[src/rtl/osc_period_meter_if.sv]
// osc_period_meter_if
// Result channel of the oscillator period meter: one measured period and its
// high phase, a valid/ready handshake, and the two sticky status flags.
//   period    : clock cycles between two rising edges of the oscillator
//   high_time : clock cycles the oscillator was high within that period
//   valid     : result held on period/high_time
//   ready     : consumer accepts the held result
//   overrun   : a completed period was dropped while a result was held
//   stalled   : the period counter saturated with no rising edge
// The meter drives the master modport; the consumer uses the slave modport.
interface osc_period_meter_if #(
  parameter int W = 16
);
  logic [W-1:0] period;
  logic [W-1:0] high_time;
  logic         valid;
  logic         ready;
  logic         overrun;
  logic         stalled;

  modport master (
    output period,
    output high_time,
    output valid,
    output overrun,
    output stalled,
    input  ready
  );

  modport slave (
    input  period,
    input  high_time,
    input  valid,
    input  overrun,
    input  stalled,
    output ready
  );
endinterface

[src/rtl/osc_period_meter.sv]
// osc_period_meter
// Measures a free-running oscillator in system clock cycles. The oscillator
// line is synchronised, rising edges are detected, and the cycles per period
// and per high phase are counted. Every completed period is offered as a
// single-entry valid/ready result with sticky overrun and stall flags.
// Ports:
//   clk    : system clock, rising edge
//   rst    : synchronous active-high reset
//   osc_in : oscillator output, asynchronous to clk
//   enable : measurement enable
//   res    : result channel (period, high_time, valid, ready, overrun, stalled)
module osc_period_meter #(
  parameter int W    = 16,
  parameter int SYNC = 2
) (
  input  logic                  clk,
  input  logic                  rst,
  input  logic                  osc_in,
  input  logic                  enable,
  osc_period_meter_if.master    res
);

  typedef enum logic [1:0] {
    IDLE,
    ARM,
    MEASURE
  } state_t;

  localparam logic [W-1:0] CNT_MAX = '1;
  localparam logic [W-1:0] CNT_ONE = W'(1);

  logic [SYNC-1:0] sync_q, sync_d;
  logic            s_d_q, s_d_d;
  logic            s;
  logic            rise;

  state_t          state_q, state_d;
  logic [W-1:0]    cnt_q, cnt_d;
  logic [W-1:0]    hcnt_q, hcnt_d;

  logic [W-1:0]    period_q, period_d;
  logic [W-1:0]    high_q, high_d;
  logic            valid_q, valid_d;
  logic            overrun_q, overrun_d;
  logic            stalled_q, stalled_d;

  logic            capture;
  logic            stall;

  // Synchroniser chain and edge detector
  always_comb begin
    sync_d = {sync_q[SYNC-2:0], osc_in};
    s      = sync_q[SYNC-1];
    s_d_d  = s;
    rise   = s & ~s_d_q;
  end

  // Measurement FSM and counters
  always_comb begin
    state_d = state_q;
    cnt_d   = cnt_q;
    hcnt_d  = hcnt_q;
    capture = 1'b0;
    stall   = 1'b0;

    if (!enable) begin
      // Disabling discards any partial period but leaves the result alone
      state_d = IDLE;
      cnt_d   = '0;
      hcnt_d  = '0;
    end else begin
      case (state_q)
        IDLE: begin
          cnt_d   = '0;
          hcnt_d  = '0;
          state_d = ARM;
        end
        ARM: begin
          if (rise) begin
            // The rise cycle itself is the first (high) cycle of the period
            cnt_d   = CNT_ONE;
            hcnt_d  = CNT_ONE;
            state_d = MEASURE;
          end
        end
        MEASURE: begin
          if (rise) begin
            // An edge at a saturated count still closes a valid period
            capture = 1'b1;
            cnt_d   = CNT_ONE;
            hcnt_d  = CNT_ONE;
          end else if (cnt_q == CNT_MAX) begin
            stall   = 1'b1;
            cnt_d   = '0;
            hcnt_d  = '0;
            state_d = ARM;
          end else begin
            cnt_d = cnt_q + CNT_ONE;
            if (s && (hcnt_q != CNT_MAX)) begin
              hcnt_d = hcnt_q + CNT_ONE;
            end
          end
        end
        default: begin
          state_d = IDLE;
          cnt_d   = '0;
          hcnt_d  = '0;
        end
      endcase
    end
  end

  // Single-entry result register with sticky flags
  always_comb begin
    period_d  = period_q;
    high_d    = high_q;
    valid_d   = valid_q;
    overrun_d = overrun_q;
    stalled_d = stalled_q;

    if (capture) begin
      if (!valid_q || res.ready) begin
        period_d  = cnt_q;
        high_d    = hcnt_q;
        valid_d   = 1'b1;
        stalled_d = 1'b0;
      end else begin
        // Held result not yet taken: drop the new one and remember it
        overrun_d = 1'b1;
      end
    end else if (valid_q && res.ready) begin
      valid_d = 1'b0;
    end

    if (stall) begin
      stalled_d = 1'b1;
    end
  end

  // State registers
  always_ff @(posedge clk) begin
    if (rst) begin
      sync_q    <= '0;
      s_d_q     <= 1'b0;
      state_q   <= IDLE;
      cnt_q     <= '0;
      hcnt_q    <= '0;
      period_q  <= '0;
      high_q    <= '0;
      valid_q   <= 1'b0;
      overrun_q <= 1'b0;
      stalled_q <= 1'b0;
    end else begin
      sync_q    <= sync_d;
      s_d_q     <= s_d_d;
      state_q   <= state_d;
      cnt_q     <= cnt_d;
      hcnt_q    <= hcnt_d;
      period_q  <= period_d;
      high_q    <= high_d;
      valid_q   <= valid_d;
      overrun_q <= overrun_d;
      stalled_q <= stalled_d;
    end
  end

  assign res.period    = period_q;
  assign res.high_time = high_q;
  assign res.valid     = valid_q;
  assign res.overrun   = overrun_q;
  assign res.stalled   = stalled_q;

endmodule

[src/flat_wrapper.sv]
// flat-port wrapper written by rule: the top's interface ports become plain ports
module osc_period_meter_flat 
#(
  parameter int W    = 16,
  parameter int SYNC = 2
)
  (clk, rst, osc_in, enable, res_period, res_high_time, res_valid, res_overrun, res_stalled, res_ready);
  osc_period_meter_if #(.W(W)) res_i ();
  input  logic clk;
  input  logic rst;
  input  logic osc_in;
  input  logic enable;
  output wire logic [$bits(res_i.period)-1:0] res_period;
  output wire logic [$bits(res_i.high_time)-1:0] res_high_time;
  output wire logic [$bits(res_i.valid)-1:0] res_valid;
  output wire logic [$bits(res_i.overrun)-1:0] res_overrun;
  output wire logic [$bits(res_i.stalled)-1:0] res_stalled;
  input wire logic [$bits(res_i.ready)-1:0] res_ready;
  assign res_period = res_i.period;
  assign res_high_time = res_i.high_time;
  assign res_valid = res_i.valid;
  assign res_overrun = res_i.overrun;
  assign res_stalled = res_i.stalled;
  assign res_i.ready = res_ready;
  osc_period_meter #(.W(W), .SYNC(SYNC)) u_core (.clk(clk), .rst(rst), .osc_in(osc_in), .enable(enable), .res(res_i));
endmodule
[config.mk]
export PLATFORM = sky130hd
export DESIGN_NAME = osc_period_meter_flat
export DESIGN_NICKNAME = d
export VERILOG_FILES = /design/src/rtl/osc_period_meter_if.sv /design/src/rtl/osc_period_meter.sv /design/src/flat_wrapper.sv
export SDC_FILE = /design/constraint.sdc
export NUM_CORES = 1
export LEC_CHECK = 0
export ABC_AREA = 1
export CAP_MARGIN = 20
export CELL_PAD_IN_SITES_DETAIL_PLACEMENT = 0
export CELL_PAD_IN_SITES_GLOBAL_PLACEMENT = 1
export CORE_ASPECT_RATIO = 0.6
export CORE_MARGIN = 4
export CORE_UTILIZATION = 25
export DETAILED_ROUTE_END_ITERATION = 10
export PLACE_DENSITY_LB_ADDON = 0.1
export SLEW_MARGIN = 20
export SYNTH_ARGS = -nofsm -noshare
export SYNTH_HDL_FRONTEND = slang
export SYNTH_SLANG_ARGS = --single-unit
[constraint.sdc]
create_clock -name clk -period 1.9 [get_ports clk]
set_input_delay 0.19 -clock clk [delete_from_list [all_inputs] [get_ports clk]]
set_output_delay 0.19 -clock clk [all_outputs]
set_load 0.005 [all_outputs]
# [Yosys cells after proc, flatten, opt, wreduce, memory -nomap -nowiden]
# Cells that the tools add are included.
[totals] reg_bits=72 input_bits=5 out_inout_bits=35 elab_cells=65
[classes] add_sub_neg=2 eq_ne=9 mux=25 bitwise=4 n_reduce_logical=15
[ops] operator="2-to-1 mux 16 bit" count=6
[ops] operator="one-hot mux 16 bit (2 select lines)" count=2
[ops] operator="adder 16 x 1 -> 16 bit (second input constant)" count=2
[ops] operator="== test 16 bit (second input constant)" count=1
[ops] operator="inequality test 16 bit (second input constant)" count=1
[ops] operator="2-to-1 mux 1 bit" count=13
[ops] operator="AND reduction 2 bit" count=5
[ops] operator="2-to-1 mux 2 bit" count=3
[ops] operator="one-hot mux 2 bit (3 select lines)" count=1
[ops] operator="nonzero test 2 bit" count=3
[ops] operator="inequality test 2 x 1 -> 1 bit (second input constant)" count=2
[ops] operator="inequality test 2 bit (second input constant)" count=2
[ops] operator="inequality test 4 x 1 -> 1 bit (second input constant)" count=1
[ops] operator="NOT 1 bit" count=3
[ops] operator="AND reduction 3 bit" count=1
[ops] operator="== test 2 x 1 -> 1 bit (second input constant)" count=1
[ops] operator="== test 2 bit (second input constant)" count=1
[ops] operator="logical AND 1 bit" count=2
[ops] operator="zero test 2 bit" count=1
[ops] operator="OR reduction 2 bit" count=1
[ops] operator="AND 1 bit" count=1
[ops] operator="zero test 1 bit" count=1
[ops] operator="logical OR 1 bit" count=1

# [Logic depth before layout (Yosys ltp)]
# Gate-level depths: netlist of the first run.
[logic_depth] word_depth=7 depth_mapped=13 ltp_nobuf=12

# [Least setup slack after synthesis of the first run]
# Ideal clock, no wire load.
[synth_path] path_kind="flip-flop to flip-flop" start="reg u_core.state_q[0]" end="reg u_core.high_q[11] (netlist: u_core.res.high_time[11])" setup_ns=0.132 arrival_time_ns=1.531 required_ns=1.768 path_slack_ns=0.237 stages_incl_launch_ff=9 path_buffers=1 synth_period_minus_slack_ns=1.663 cell_sequence="dfxtp_1 > inv_1 > ha_1 > inv_1 > nor3_4 > nand2_2 > clkbuf_1 > nand2_1 > a21oi_1"
[synth_via] elab_chain_cells=4
[synth_rtl] element="start: declaration" line="osc_period_meter.sv:37" text="state_t state_q, state_d;"
[synth_rtl] element="start signal: assignment" line="osc_period_meter.sv:156" text="state_q <= state_d;"
[synth_rtl] element="== test 2 bit" line="osc_period_meter.sv:72" text="case (state_q)"
[synth_rtl] element="2-to-1 mux 1 bit" line="osc_period_meter.sv:72"
[synth_rtl] element="2-to-1 mux 1 bit" line="osc_period_meter.sv:66" text="if (!enable) begin"
[synth_rtl] element="AND reduction 2 bit (no line)"
[synth_rtl] element="end signal: assignment" line="osc_period_meter.sv:160" text="high_q <= high_d;"
[synth_rtl] element="end: declaration" line="osc_period_meter.sv:42" text="logic [W-1:0] high_q, high_d;"
# No other way between the ends.
# A chain may end at the register's enable or synchronous reset.

# [Final worst setup path of the first run]
[layout_path] start="reg u_core.cnt_q[0]" end="reg u_core.hcnt_q[7]"
[layout_via] elab_chain_cells=4 word_cells_on_any_way=6 cone_classes="eq/ne (2); mux (3); reduce/logical (1)"
[layout_rtl] element="start: declaration" line="osc_period_meter.sv:38" text="logic [W-1:0] cnt_q, cnt_d;"
[layout_rtl] element="start signal: assignment" line="osc_period_meter.sv:157" text="cnt_q <= cnt_d;"
[layout_rtl] element="== test 16 bit *" line="osc_period_meter.sv:92" text="end else if (cnt_q == CNT_MAX) begin"
[layout_rtl] element="2-to-1 mux 16 bit" line="osc_period_meter.sv:92"
[layout_rtl] element="2-to-1 mux 16 bit" line="osc_period_meter.sv:87" text="if (rise) begin"
[layout_rtl] element="one-hot mux 16 bit (2 select lines)" line="osc_period_meter.sv:72"
[layout_rtl] element="end signal: assignment" line="osc_period_meter.sv:158" text="hcnt_q <= hcnt_d;"
[layout_rtl] element="end: declaration" line="osc_period_meter.sv:39" text="logic [W-1:0] hcnt_q, hcnt_d;"
# Every way passes the cells marked *; elsewhere a longest branch is shown, timed or not.

==> results of run 1 <==
## power by group through the flow
| stage | Clock [mW] | Sequential (mW) | Combinational [mW] |
|---|---|---|---|
| detailed placement | 0 | 1.55 | 0.188 |
| CTS | 1.80 | 1.52 | 0.190 |
| global route | 1.87 | 1.52 | 0.222 |
| global placement | 0 | 1.55 | 0.189 |
| finish | 1.73 | 1.52 | 0.201 |
| floorplan | 0 | 1.55 | 0.117 |
## worst max-delay path: cells and delay by family, from the launching register on
| family | cells | cell delay [ns] |
|---|---|---|
| buffers and inverters | 2 | 0.22 |
| DFF | 1 | 0.34 |
| adders and majority gates | 1 | 0.17 |
| AOI/OAI and AO/OA | 1 | 0.25 |
| and+or+nand+nor | 7 | 0.66 |
## routing by layer
metal | vias up | track usage [%] | part of all wire (%)
met5 | - | 0 | 0
met4 | 0 | 3.371 | 0.81
met3 | 8 | 3.644 | 5.9
met2 | 94 | 16.65 | 34
met1 | 1554 | 23.34 | 59
li1 | 1795 | - | -
## layout make-up
cell class | instances | area [um^2] | share of cell area (%)
Multi-Input combinational cell | 351 | 1753 | 36.40
Timing Repair Buffer | 97 | 850.8 | 17.67
Sequential cell | 72 | 1444 | 29.98
Inverter | 59 | 227.7 | 4.728
Tap cell | 192 | 240.2 | 4.988
Clock buffer | 13 | 260.3 | 5.404
Clock inverter | 3 | 40.04 | 0.8314
## metrics by stage
step / cells / TNS, ns / power [mW] / hold slack [ns] / setup WS (ns)
floorplan: 504 / 0 / 1.671 / 0.2970 / 0.2370
detailed placement: 768 / 0 / 1.743 / 0.4114 / 0.006990
finish: 787 / 0 / 3.452 / 0.3966 / 0.1379
global placement: 768 / -0.007387 / 1.744 / 0.4105 / -0.007387
CTS: 784 / 0 / 3.510 / 0.3829 / 0.002420
global route: 787 / -0.01024 / 3.610 / 0.4167 / -0.005542
## repair_timing
item                       4_1_cts  5_1_grt
setup endpoints to repair        2       27
pin swaps                        0        5
setup buffers                    0        3
hold buffers                     0        0
resized for setup                1       14
hold endpoints to repair         0        0
## worst max path at each step
| stage | startpoint | to | depth (start not counted) |
|---|---|---|---|
| after detailed placement | u_core.cnt_q[0]$_SDFFE_PP0P_ | u_core.cnt_q[3]$_SDFFE_PP0P_ | 11 |
| after global placement | u_core.cnt_q[0]$_SDFFE_PP0P_ | u_core.cnt_q[3]$_SDFFE_PP0P_ | 11 |
| final | u_core.cnt_q[0]$_SDFFE_PP0P_ | u_core.hcnt_q[7]$_SDFFE_PP0P_ | 11 |
| after CTS | u_core.cnt_q[0]$_SDFFE_PP0P_ | u_core.hcnt_q[3]$_SDFFE_PP0P_ | 11 |
| after floorplan | u_core.state_q[0]$_SDFFE_PP0P_ | u_core.res.high_time[11]$_SDFFE_PP0P_ | 8 |
| after global routing | u_core.state_q[0]$_SDFFE_PP0P_ | u_core.res.period[14]$_SDFFE_PP0P_ | 7 |
## logic make-up (layout without fill, tap and decap cells)
group	Yosys count	in the layout	share of synthesized area, %
AND/OR/NAND/NOR	262	262	33.66
flip-flops	72	72	41.29
AO/OA/AOI/OAI	80	80	12.44
buffers and inverters	81	172	9.713
XOR/XNOR	3	3	0.7528
adder cells (fa/ha/maj)	6	6	2.150
## registers in the layout, indices dropped and copies added (netlist names)
register	count
u_core.res.period	16
u_core.cnt_q	16
u_core.res.overrun	1
u_core.state_q	2
u_core.res.valid	1
u_core.s_d_q	1
u_core.sync_q	2
u_core.res.stalled	1
u_core.hcnt_q	16
u_core.res.high_time	16
## cells in the final DEF (no fill, tap or decap), types with 4 or more instances in the layout
master / n
a21oi_1: 53
buf_4: 56
clkbuf_16: 9
clkdlybuf4s50_1: 39
dfxtp_1: 70
ha_1: 5
inv_1: 55
nand2_1: 113
nand2_2: 10
nand3_1: 43
nand4_1: 11
nor2_1: 60
nor2_2: 7
nor3_1: 7
o21ai_0: 10
o21ai_1: 5
o21bai_1: 4
==> qor.yml, run 1 <==
synthesis:
  synth_flop_cell: "dfxtp_1"
  synth.lib_cells_used.distinct: 34
  synth.top_cells.by_area: "dfxtp_1 (41%), nand2_1 (13%), a21oi_1 (7.6%)"
  mappedNetlistNets: 515
  mean_post_synth_cell_area_um2: 6.926
  synth_common_cells: "nand2_1 (117), dfxtp_1 (72), nor2_1 (61)"
  synth.largest_area_cell: "dfxtp_1"
  synthMostInstantiatedCell: "nand2_1"
  yosysWarnings: 0
  ys_async_sr_fraction_pct: 0
  synth_edf_count: 0
  ys_ff_latch: 72
  syn_inst: 504
  yosys.area.top_type_share_pct: 41.29
  netlist_area_um2: 3491
  sequential_fraction_of_the_synthesis_area_pct: 41.29
finish:
  flow.area_growth_from_synthesis_pct: 37.96
  layout.nets: 601
  drive_above_1_share_pct: 17.48
  insertedDiodeCount: 0
  final_area_um2: 4816
  final_core_utilization_pct: 35.24
  fill_cells: 1470
timing:
  final_period_minus_worst_setup_slack_ns: 1.762
  final_min_period_over_clock_period_pct: 92.74
  worst_slew_pin_slew_ns: 0.5250
  timing.final.max_slew_violations: 0
  timing.max_slew.rel_slack_pct: 64.96
  fin_worst_skew_ns: 0.005239
  finalSetupViolCount: 0
  final_hold_viol_count: 0
  fmaxAchievable_mhz: 567.5
floorplanning:
  ios: 40
  dieArea_um2: 15980
  die-height_um: 99.53
  initial_utilization_pct: 25.54
  std_cell_rows: 33
  fp.coreArea_um2: 13670
  die_width_um: 160.6
global_route:
  remaining_overflow_grt: 0
  pin_count_of_the_biggest_net_entering_global_routing: 39
  grt_first_pass_wirelength_mm: 17.63
  first_global_vias: 3176
  grtUsageTotal_pct: 13.96
  number_of_antenna_violations_at_the_first_check_in_global_routing: 0
drt:
  detail-route-antenna-nets: 0
  drt_pre_antenna_iters: 6
  finalWirelength_mm: 11.07
  drt-wirelength-per-cell_um: 14.06
  first_iter_violations: 235
  via_count: 3451
  drc_violations_left: 0
  detail_route.vias_per_cell: 4.385
placed_design:
  finalWeightedCongestion: 0.8570
  port_buffers: 39
  detailed_place.area_um2: 4442
  dp_hpwl_mm: 8.193
worst_setup_path:
  critical_path.startpoint_type: "register"
  cp_data_arrival_time_ns: 1.97
  critical-path-top-cell-by-count: "nand2_2"
  reg2reg_to: "u_core.hcnt_q[7]$_SDFFE_PP0P_"
  crit_chain: "ha_1 > nand2_2 > nor2_4 > nand2_2 > inv_1 > nand2_2 > nand4_4 > buf_4 > nor2_1 > o21ai_0 > nor2_1"
  critPathMaxStageDelay_ns: 0.34
  timing.rr.start: "u_core.cnt_q[0]$_SDFFE_PP0P_"
  cp.required_ns: 2.11
  reg2regPathDepth: 11
  reg2reg_slack_ns: 0.14
  worst_path_slowest_cell: "dfxtp_2"
  worstSetupPathType: "reg -> reg"
  cp-end-kind: "register"
  crit_fanout: 4
power:
  power.share.clock_pct: 50.1
  max-vdd-ir-drop_mv: 0.3436
  power.density_cell_area_nw_per_um2: 716.7
  cellInternalPower_mw: 2.674
  net-switching-power_mw: 0.7777
  power.switching_fraction_pct: 22.53
  cellLeakagePower_nw: 1.797
  combinationalPowerShare_pct: 5.8
  p_seq_share_pct: 44.1
worst_hold_path:
  worst_hold_endpoint: "u_core.sync_q[0]$_SDFF_PP0_"
  hold_start: "osc_in"
  worst_hold_path_cells: 3
  timing.hold.worst.class: "in -> reg"
clock_tree:
  cts_max_path_bufs: 2
  cts_max_level: 3
  insertion_delay_ns: 0.33
  clkSinkCount: 72
  tritoncts: "done"
  cts_buffers: 9
  ctsRootBufferMaster: "clkbuf_16"
  cts.reportedPaths.clkPinSlew_ns: 0.06
outcome:
  status: "complete, no violations"
job:
  maximum_capacitance_violations: 0
Note: power is estimated with default switching activity, not from simulation.
==> inputs of run 2 (changes only) <==
- CORE_MARGIN: 4 -> 3
==> run 2 against run 1 <==
  * Worst hold slack better by 0.0023 ns
  * Final area up 0.57%
  * Combinational power increased by 9%
  * Critical endpoint is now u_core.hcnt_q[0]$_SDFFE_PP0P_
  * Largest cell class unchanged
  * Highest routed layer unchanged
  * Setup slack worse by 0.019 ns
  * Largest power group unchanged
==> qor.yml, run 2 (synthesis results as in run 1) <==
outcome:
  status: "complete, no violations"  # unchanged
timing:
  fmaxAchievable_mhz: 561.5  # was 567.5 MHz
  final_hold_viol_count: 0  # unchanged
  setup_slack_ns: 0.1189  # was 0.1379 ns
  finalSetupViolCount: 0  # unchanged
  fin_worst_skew_ns: 0.007537  # was 0.005239 ns
  final_min_period_over_clock_period_pct: 93.74  # was 92.74%
  final_period_minus_worst_setup_slack_ns: 1.781  # was 1.762 ns
  timing.max_slew.rel_slack_pct: 63.11  # was 64.96%
  timing.final.max_slew_violations: 0  # unchanged
  worst_slew_pin_slew_ns: 0.5527  # was 0.5250 ns
floorplanning:
  ios: 40  # unchanged
  initial_utilization_pct: 26.34  # was 25.54%
  fp.coreArea_um2: 13250  # was 13670 um^2
  std_cell_rows: 32  # was 33
  die-height_um: 97.53  # was 99.53 um
  die_width_um: 158.6  # was 160.6 um
  dieArea_um2: 15460  # was 15980 um^2
global_route:
  grt_first_pass_wirelength_mm: 18.10  # was 17.63 mm
  number_of_antenna_violations_at_the_first_check_in_global_routing: 0  # unchanged
  first_global_vias: 3265  # was 3176
  met3_usage_pct: 3.605  # was 3.644%
  grtUsageTotal_pct: 15.10  # was 13.96%
  remaining_overflow_grt: 0  # unchanged
  top_usage_layer: "met1"  # unchanged
  global_route.usage.met2_pct: 16.62  # was 16.65%
  use_met1_pct: 26.89  # was 23.34%
  pin_count_of_the_biggest_net_entering_global_routing: 39  # unchanged
drt:
  drt-wirelength-per-cell_um: 14.33  # was 14.06 um
  first_iter_violations: 229  # was 235
  detail-route-antenna-nets: 0  # unchanged
  drc_violations_left: 0  # unchanged
  via_count: 3491  # was 3451
  drt_pre_antenna_iters: 5  # was 6
  finalWirelength_mm: 11.25  # was 11.07 mm
  detail_route.vias_per_cell: 4.447  # was 4.385
worst_setup_path:
  worst_path_slowest_cell: "dfxtp_2"  # unchanged
  cp.required_ns: 2.12  # was 2.11 ns
  crit_chain: "ha_2 > nand2_2 > nor2_4 > nand2_4 > o21ai_4 > nand3_4 > nand2_8 > clkinvlp_4 > o21ai_0 > nor2_1"  # was ha_1 > nand2_2 > nor2_4 > nand2_2 > inv_1 > nand2_2 > nand4_4 > buf_4 > nor2_1 > o21ai_0 > nor2_1
  cp-end-kind: "register"  # unchanged
  crit_fanout: 7  # was 4
  critical_path.startpoint_type: "register"  # unchanged
  worstSetupPathType: "reg -> reg"  # unchanged
  critPathMaxStageDelay_ns: 0.33  # was 0.34 ns
  cp_data_arrival_time_ns: 2.00  # was 1.97 ns
clock_tree:
  cts_max_path_bufs: 2  # unchanged
  insertion_delay_ns: 0.33  # about the same
  tritoncts: "done"  # unchanged
  cts_max_level: 3  # unchanged
  cts_buffers: 9  # unchanged
  ctsRootBufferMaster: "clkbuf_16"  # unchanged
  cts.reportedPaths.clkPinSlew_ns: 0.06  # about the same
  clkSinkCount: 72  # unchanged
  hold_buffers: 0  # unchanged
finish:
  most_frequent_cells_in_the_layout: "nand2_1 (113), dfxtp_1 (69), nor2_1 (60)"  # was nand2_1 (113), dfxtp_1 (70), nor2_1 (60)
  layout_commonest_cell: "nand2_1"  # unchanged
  layout.nets: 604  # was 601
  flow.area_growth_from_synthesis_pct: 38.75  # was 37.96%
  fill_cells: 1420  # was 1470
  regArea_um2: 1445  # was 1444 um^2
  multi_input_area_um2: 1773  # was 1753 um^2
  drive_above_1_share_pct: 18.73  # was 17.48%
  insertedDiodeCount: 0  # unchanged
power:
  power.density_cell_area_nw_per_um2: 712.3  # was 716.7 nW/um^2
  max-vdd-ir-drop_mv: 0.3679  # was 0.3436 mV
  cellLeakagePower_nw: 1.797  # about the same
  power.total_mw: 3.450  # was 3.452 mW
worst_hold_path:
  timing.hold.worst.class: "in -> reg"  # unchanged
placed_design:
  port_buffers: 39  # unchanged
  minimum_setup_slack_after_placement_ns: -0.1028  # was 0.006990 ns
  finalWeightedCongestion: 0.8486  # was 0.8570
  dp_hpwl_mm: 8.229  # was 8.193 mm
job:
  maximum_capacitance_violations: 0  # unchanged
run 2: changes by cell type in the layout (fill, tap and decap cells not counted), sizes merged:
cell      change
clkinv        +1
buf           +3
clkinvlp      +1
clkbuf        -2
run 2: worst max-delay path, delay by kind of cell (launching register included):
family	cells	cell delay, ns
adder cells (fa/ha/maj)	1	0.19
buffers and inverters	1	0.18
flip-flops	1	0.33
AO/OA/AOI/OAI	2	0.34
AND/OR/NAND/NOR	6	0.63
run 2: cell type report:
cell class | count | share of cell area (%)
inverters | 59 | 4.702
clock buffers | 11 | 5.012
well taps | 187 | 4.831
clock inverters | 5 | 1.162
flip-flops and latches | 72 | 29.84
multi-input cells | 351 | 36.61
repair buffers | 100 | 17.85
run 2: per-layer routing:
layer / vias up / share of wire (%)
met5: - / 0
met4: 0 / 0.84
met3: 9 / 6.1
met2: 100 / 33
met1: 1575 / 60
li1: 1807 / -
run 2: what timing repair did:
item | 4_1_cts | 5_1_grt
pin swaps | 1 | 4
endpoints found under the setup margin | 8 | 61
gates resized for setup | 3 | 19
setup buffers | 3 | 4
run 2: through the flow:
step | utilization, % | setup TNS [ns] | hold slack [ns] | std cells | cell area [um^2]
after floorplan | - | 0 | 0.2970 | 504 | 3491
after global placement | 33.32 | -0.6571 | 0.4159 | 762 | 4415
after detailed placement | 33.32 | -0.2952 | 0.4075 | 762 | 4415
after CTS | 35.86 | 0 | 0.3825 | 781 | 4752
after global routing | 36.55 | -0.001549 | 0.4079 | 785 | 4843
final | 36.55 | 0 | 0.3988 | 785 | 4843
run 2: power breakdown:
group	switching [mW]	internal [mW]	leakage (nW)
Sequential	0.00552	1.52	0.582
Combinational	0.138	0.0821	1.07
Clock	0.657	1.05	0.145
run 2: worst paths after layout:
| check | startpoint | to | slack (ns) | cells after the start |
|---|---|---|---|---|
| setup / recovery | u_core.hcnt_q[0]$_SDFFE_PP0P_ | u_core.hcnt_q[0]$_SDFFE_PP0P_ | 0.12 | 10 |
| hold / removal | osc_in | u_core.sync_q[0]$_SDFF_PP0_ | 0.40 | 3 |
| setup reg to reg | u_core.hcnt_q[0]$_SDFFE_PP0P_ | u_core.hcnt_q[0]$_SDFFE_PP0P_ | 0.12 | 10 |
| hold reg to reg | u_core.sync_q[0]$_SDFF_PP0_ | u_core.sync_q[1]$_SDFF_PP0_ | 0.42 | 2 |
==> inputs of run 3 (changes only) <==
- CAP_MARGIN: 20 -> not set
- RECOVER_POWER: not set -> 50
==> run 3 against run 2 <==
  * Setup slack worse by 0.0010 ns
  * Final area is 0.10% lower
  * Worst hold slack hardly changed
  * Sequential cell count stayed put
  * Sequential share of layout area hardly changed
  * Critical path type unchanged
  * Largest cell class unchanged
==> qor.yml, run 3 (synthesis results as in run 1) <==
global_route:
  global_route.usage.met2_pct: 16.62  # unchanged
  first_global_vias: 3265  # unchanged
  number_of_antenna_violations_at_the_first_check_in_global_routing: 0  # unchanged
  top_usage_layer: "met1"  # unchanged
  met3_usage_pct: 3.605  # unchanged
  pin_count_of_the_biggest_net_entering_global_routing: 39  # unchanged
  grt_first_pass_wirelength_mm: 18.10  # unchanged
  remaining_overflow_grt: 0  # unchanged
  grtUsageTotal_pct: 15.10  # unchanged
  use_met1_pct: 26.89  # unchanged
placed_design:
  finalWeightedCongestion: 0.8486  # unchanged
  dp_hpwl_mm: 8.229  # unchanged
  minimum_setup_slack_after_placement_ns: -0.1028  # unchanged
  detailed_place.area_um2: 4415  # unchanged
  port_buffers: 39  # unchanged
worst_hold_path:
  timing.hold.worst.class: "in -> reg"  # unchanged
  worst_hold_path_cells: 3  # unchanged
  worst_hold_endpoint: "u_core.sync_q[0]$_SDFF_PP0_"  # unchanged
  hold_start: "osc_in"  # unchanged
worst_setup_path:
  reg2reg_to: "u_core.hcnt_q[0]$_SDFFE_PP0P_"  # unchanged
  crit_fanout: 7  # unchanged
  critical_path.startpoint_type: "register"  # unchanged
  timing.rr.start: "u_core.hcnt_q[0]$_SDFFE_PP0P_"  # unchanged
  reg2reg_slack_ns: 0.12  # about the same
  crit_chain: "ha_2 > nand2_2 > nor2_4 > nand2_4 > o21ai_4 > nand3_4 > nand2_8 > clkinvlp_4 > o21ai_0 > nor2_1"  # unchanged
  reg2regPathDepth: 10  # unchanged
  cp.required_ns: 2.12  # about the same
  worstSetupPathType: "reg -> reg"  # unchanged
  cp-end-kind: "register"  # unchanged
  cp_data_arrival_time_ns: 2.00  # about the same
  worst_path_slowest_cell: "dfxtp_2"  # unchanged
  critPathMaxStageDelay_ns: 0.33  # about the same
clock_tree:
  insertion_delay_ns: 0.33  # about the same
  cts_buffers: 9  # unchanged
  clkSinkCount: 72  # unchanged
  cts_max_level: 3  # unchanged
  ctsRootBufferMaster: "clkbuf_16"  # unchanged
  cts.reportedPaths.clkPinSlew_ns: 0.06  # about the same
  cts_max_path_bufs: 2  # unchanged
  hold_buffers: 0  # unchanged
  tritoncts: "done"  # unchanged
floorplanning:
  die-height_um: 97.53  # unchanged
  die_width_um: 158.6  # unchanged
  std_cell_rows: 32  # unchanged
  ios: 40  # unchanged
  dieArea_um2: 15460  # unchanged
  initial_utilization_pct: 26.34  # unchanged
  fp.coreArea_um2: 13250  # unchanged
finish:
  layout.nets: 604  # unchanged
  fill_cells: 1420  # unchanged
  most_frequent_cells_in_the_layout: "nand2_1 (113), dfxtp_1 (69), nor2_1 (60)"  # unchanged
  insertedDiodeCount: 0  # unchanged
  layout_commonest_cell: "nand2_1"  # unchanged
  multi_input_area_um2: 1773  # unchanged
  drive_above_1_share_pct: 18.73  # unchanged
  regArea_um2: 1445  # unchanged
  final_core_utilization_pct: 36.51  # was 36.55%
  flow.area_growth_from_synthesis_pct: 38.60  # was 38.75%
  final_area_um2: 4838  # was 4843 um^2
power:
  combinationalPowerShare_pct: 6.3  # was 6.4%
  cellInternalPower_mw: 2.649  # was 2.650 mW
  power.switching_fraction_pct: 23.20  # about the same
  net-switching-power_mw: 0.8003  # was 0.8005 mW
  power.share.clock_pct: 49.5  # about the same
  power.density_cell_area_nw_per_um2: 712.8  # was 712.3 nW/um^2
  cellLeakagePower_nw: 1.921  # was 1.797 nW
  p_seq_share_pct: 44.1  # about the same
  max-vdd-ir-drop_mv: 0.3677  # was 0.3679 mV
drt:
  drc_violations_left: 0  # unchanged
  detail-route-antenna-nets: 0  # unchanged
  first_iter_violations: 229  # unchanged
  detail_route.vias_per_cell: 4.459  # was 4.447
  finalWirelength_mm: 11.23  # was 11.25 mm
  drt_pre_antenna_iters: 5  # unchanged
  via_count: 3500  # was 3491
  drt-wirelength-per-cell_um: 14.31  # was 14.33 um
job:
  maximum_capacitance_violations: 0  # unchanged
timing:
  final_min_period_over_clock_period_pct: 93.79  # was 93.74%
  final_period_minus_worst_setup_slack_ns: 1.782  # was 1.781 ns
  setup_slack_ns: 0.1179  # was 0.1189 ns
  timing.max_slew.rel_slack_pct: 42.75  # was 63.11%
  final_hold_viol_count: 0  # unchanged
  fin_worst_skew_ns: 0.007406  # was 0.007537 ns
  timing.final.max_slew_violations: 0  # unchanged
  fmaxAchievable_mhz: 561.1  # was 561.5 MHz
  worst_slew_pin_slew_ns: 0.8587  # was 0.5527 ns
  finalSetupViolCount: 0  # unchanged
outcome:
  status: "complete, no violations"  # unchanged
[run 3: cell count changes in the layout (fill, tap and decap cells not counted)]
cell / delta
clkdlybuf4s50_1: -36
clkbuf_2: +1
buf_2: +1
dlygate4sd3_1: +36
buf_4: -2
[run 3: metal layers]
layer / up-vias / part of all wire, %
li1: 1807 / -
met1: 1581 / 60
met2: 103 / 33
met3: 9 / 6.2
met4: 0 / 0.85
met5: - / 0
[run 3: cell type report]
class / instances / share of cell area [%]
multi-input cells: 351 / 36.64
flip-flops and latches: 72 / 29.87
repair buffers: 100 / 17.77
clock buffers: 11 / 5.017
well taps: 187 / 4.836
inverters: 59 / 4.706
clock inverters: 5 / 1.164
[run 3: worst max path at each step]
| stage | start | endpoint | cells past startpoint |
|---|---|---|---|
| detailed placement | u_core.cnt_q[0]$_SDFFE_PP0P_ | u_core.hcnt_q[8]$_SDFFE_PP0P_ | 11 |
| floorplan | u_core.state_q[0]$_SDFFE_PP0P_ | u_core.res.high_time[11]$_SDFFE_PP0P_ | 8 |
| CTS | u_core.cnt_q[1]$_SDFFE_PP0P_ | u_core.hcnt_q[14]$_SDFFE_PP0P_ | 11 |
| finish | u_core.hcnt_q[0]$_SDFFE_PP0P_ | u_core.hcnt_q[0]$_SDFFE_PP0P_ | 10 |
| global route | u_core.hcnt_q[0]$_SDFFE_PP0P_ | u_core.hcnt_q[11]$_SDFFE_PP0P_ | 11 |
| global placement | u_core.cnt_q[0]$_SDFFE_PP0P_ | u_core.hcnt_q[8]$_SDFFE_PP0P_ | 11 |
[run 3: metrics by stage]
| step | hold slack (ns) | instances | setup TNS [ns] | power, mW |
|---|---|---|---|---|
| after floorplan | 0.2970 | 504 | 0 | 1.671 |
| after global placement | 0.4159 | 762 | -0.6571 | 1.751 |
| after detailed placement | 0.4075 | 762 | -0.2952 | 1.749 |
| after CTS | 0.3825 | 781 | 0 | 3.507 |
| after global routing | 0.4079 | 785 | -0.001549 | 3.593 |
| final | 0.3988 | 785 | 0 | 3.449 |
[run 3: critical path: cells and delay by family (launching register included)]
family | cells | cell delay, ns
AO/OA/AOI/OAI | 2 | 0.34
adder cells (fa/ha/maj) | 1 | 0.19
buffers and inverters | 1 | 0.18
flip-flops | 1 | 0.33
AND/OR/NAND/NOR | 6 | 0.63
[run 3: timing repair]
item,in CTS,in global routing
setup buffers,3,4
resized for setup,3,19
endpoints found under the setup margin,8,61
gates cloned,0,0
pin swaps,1,4
[run 3: power groups by stage]
stage	clock [mW]	sequential, mW	combinational (mW)
floorplan	0	1.55	0.117
global placement	0	1.55	0.196
detailed placement	0	1.56	0.194
CTS	1.78	1.52	0.209
global route	1.83	1.52	0.242
finish	1.71	1.52	0.218
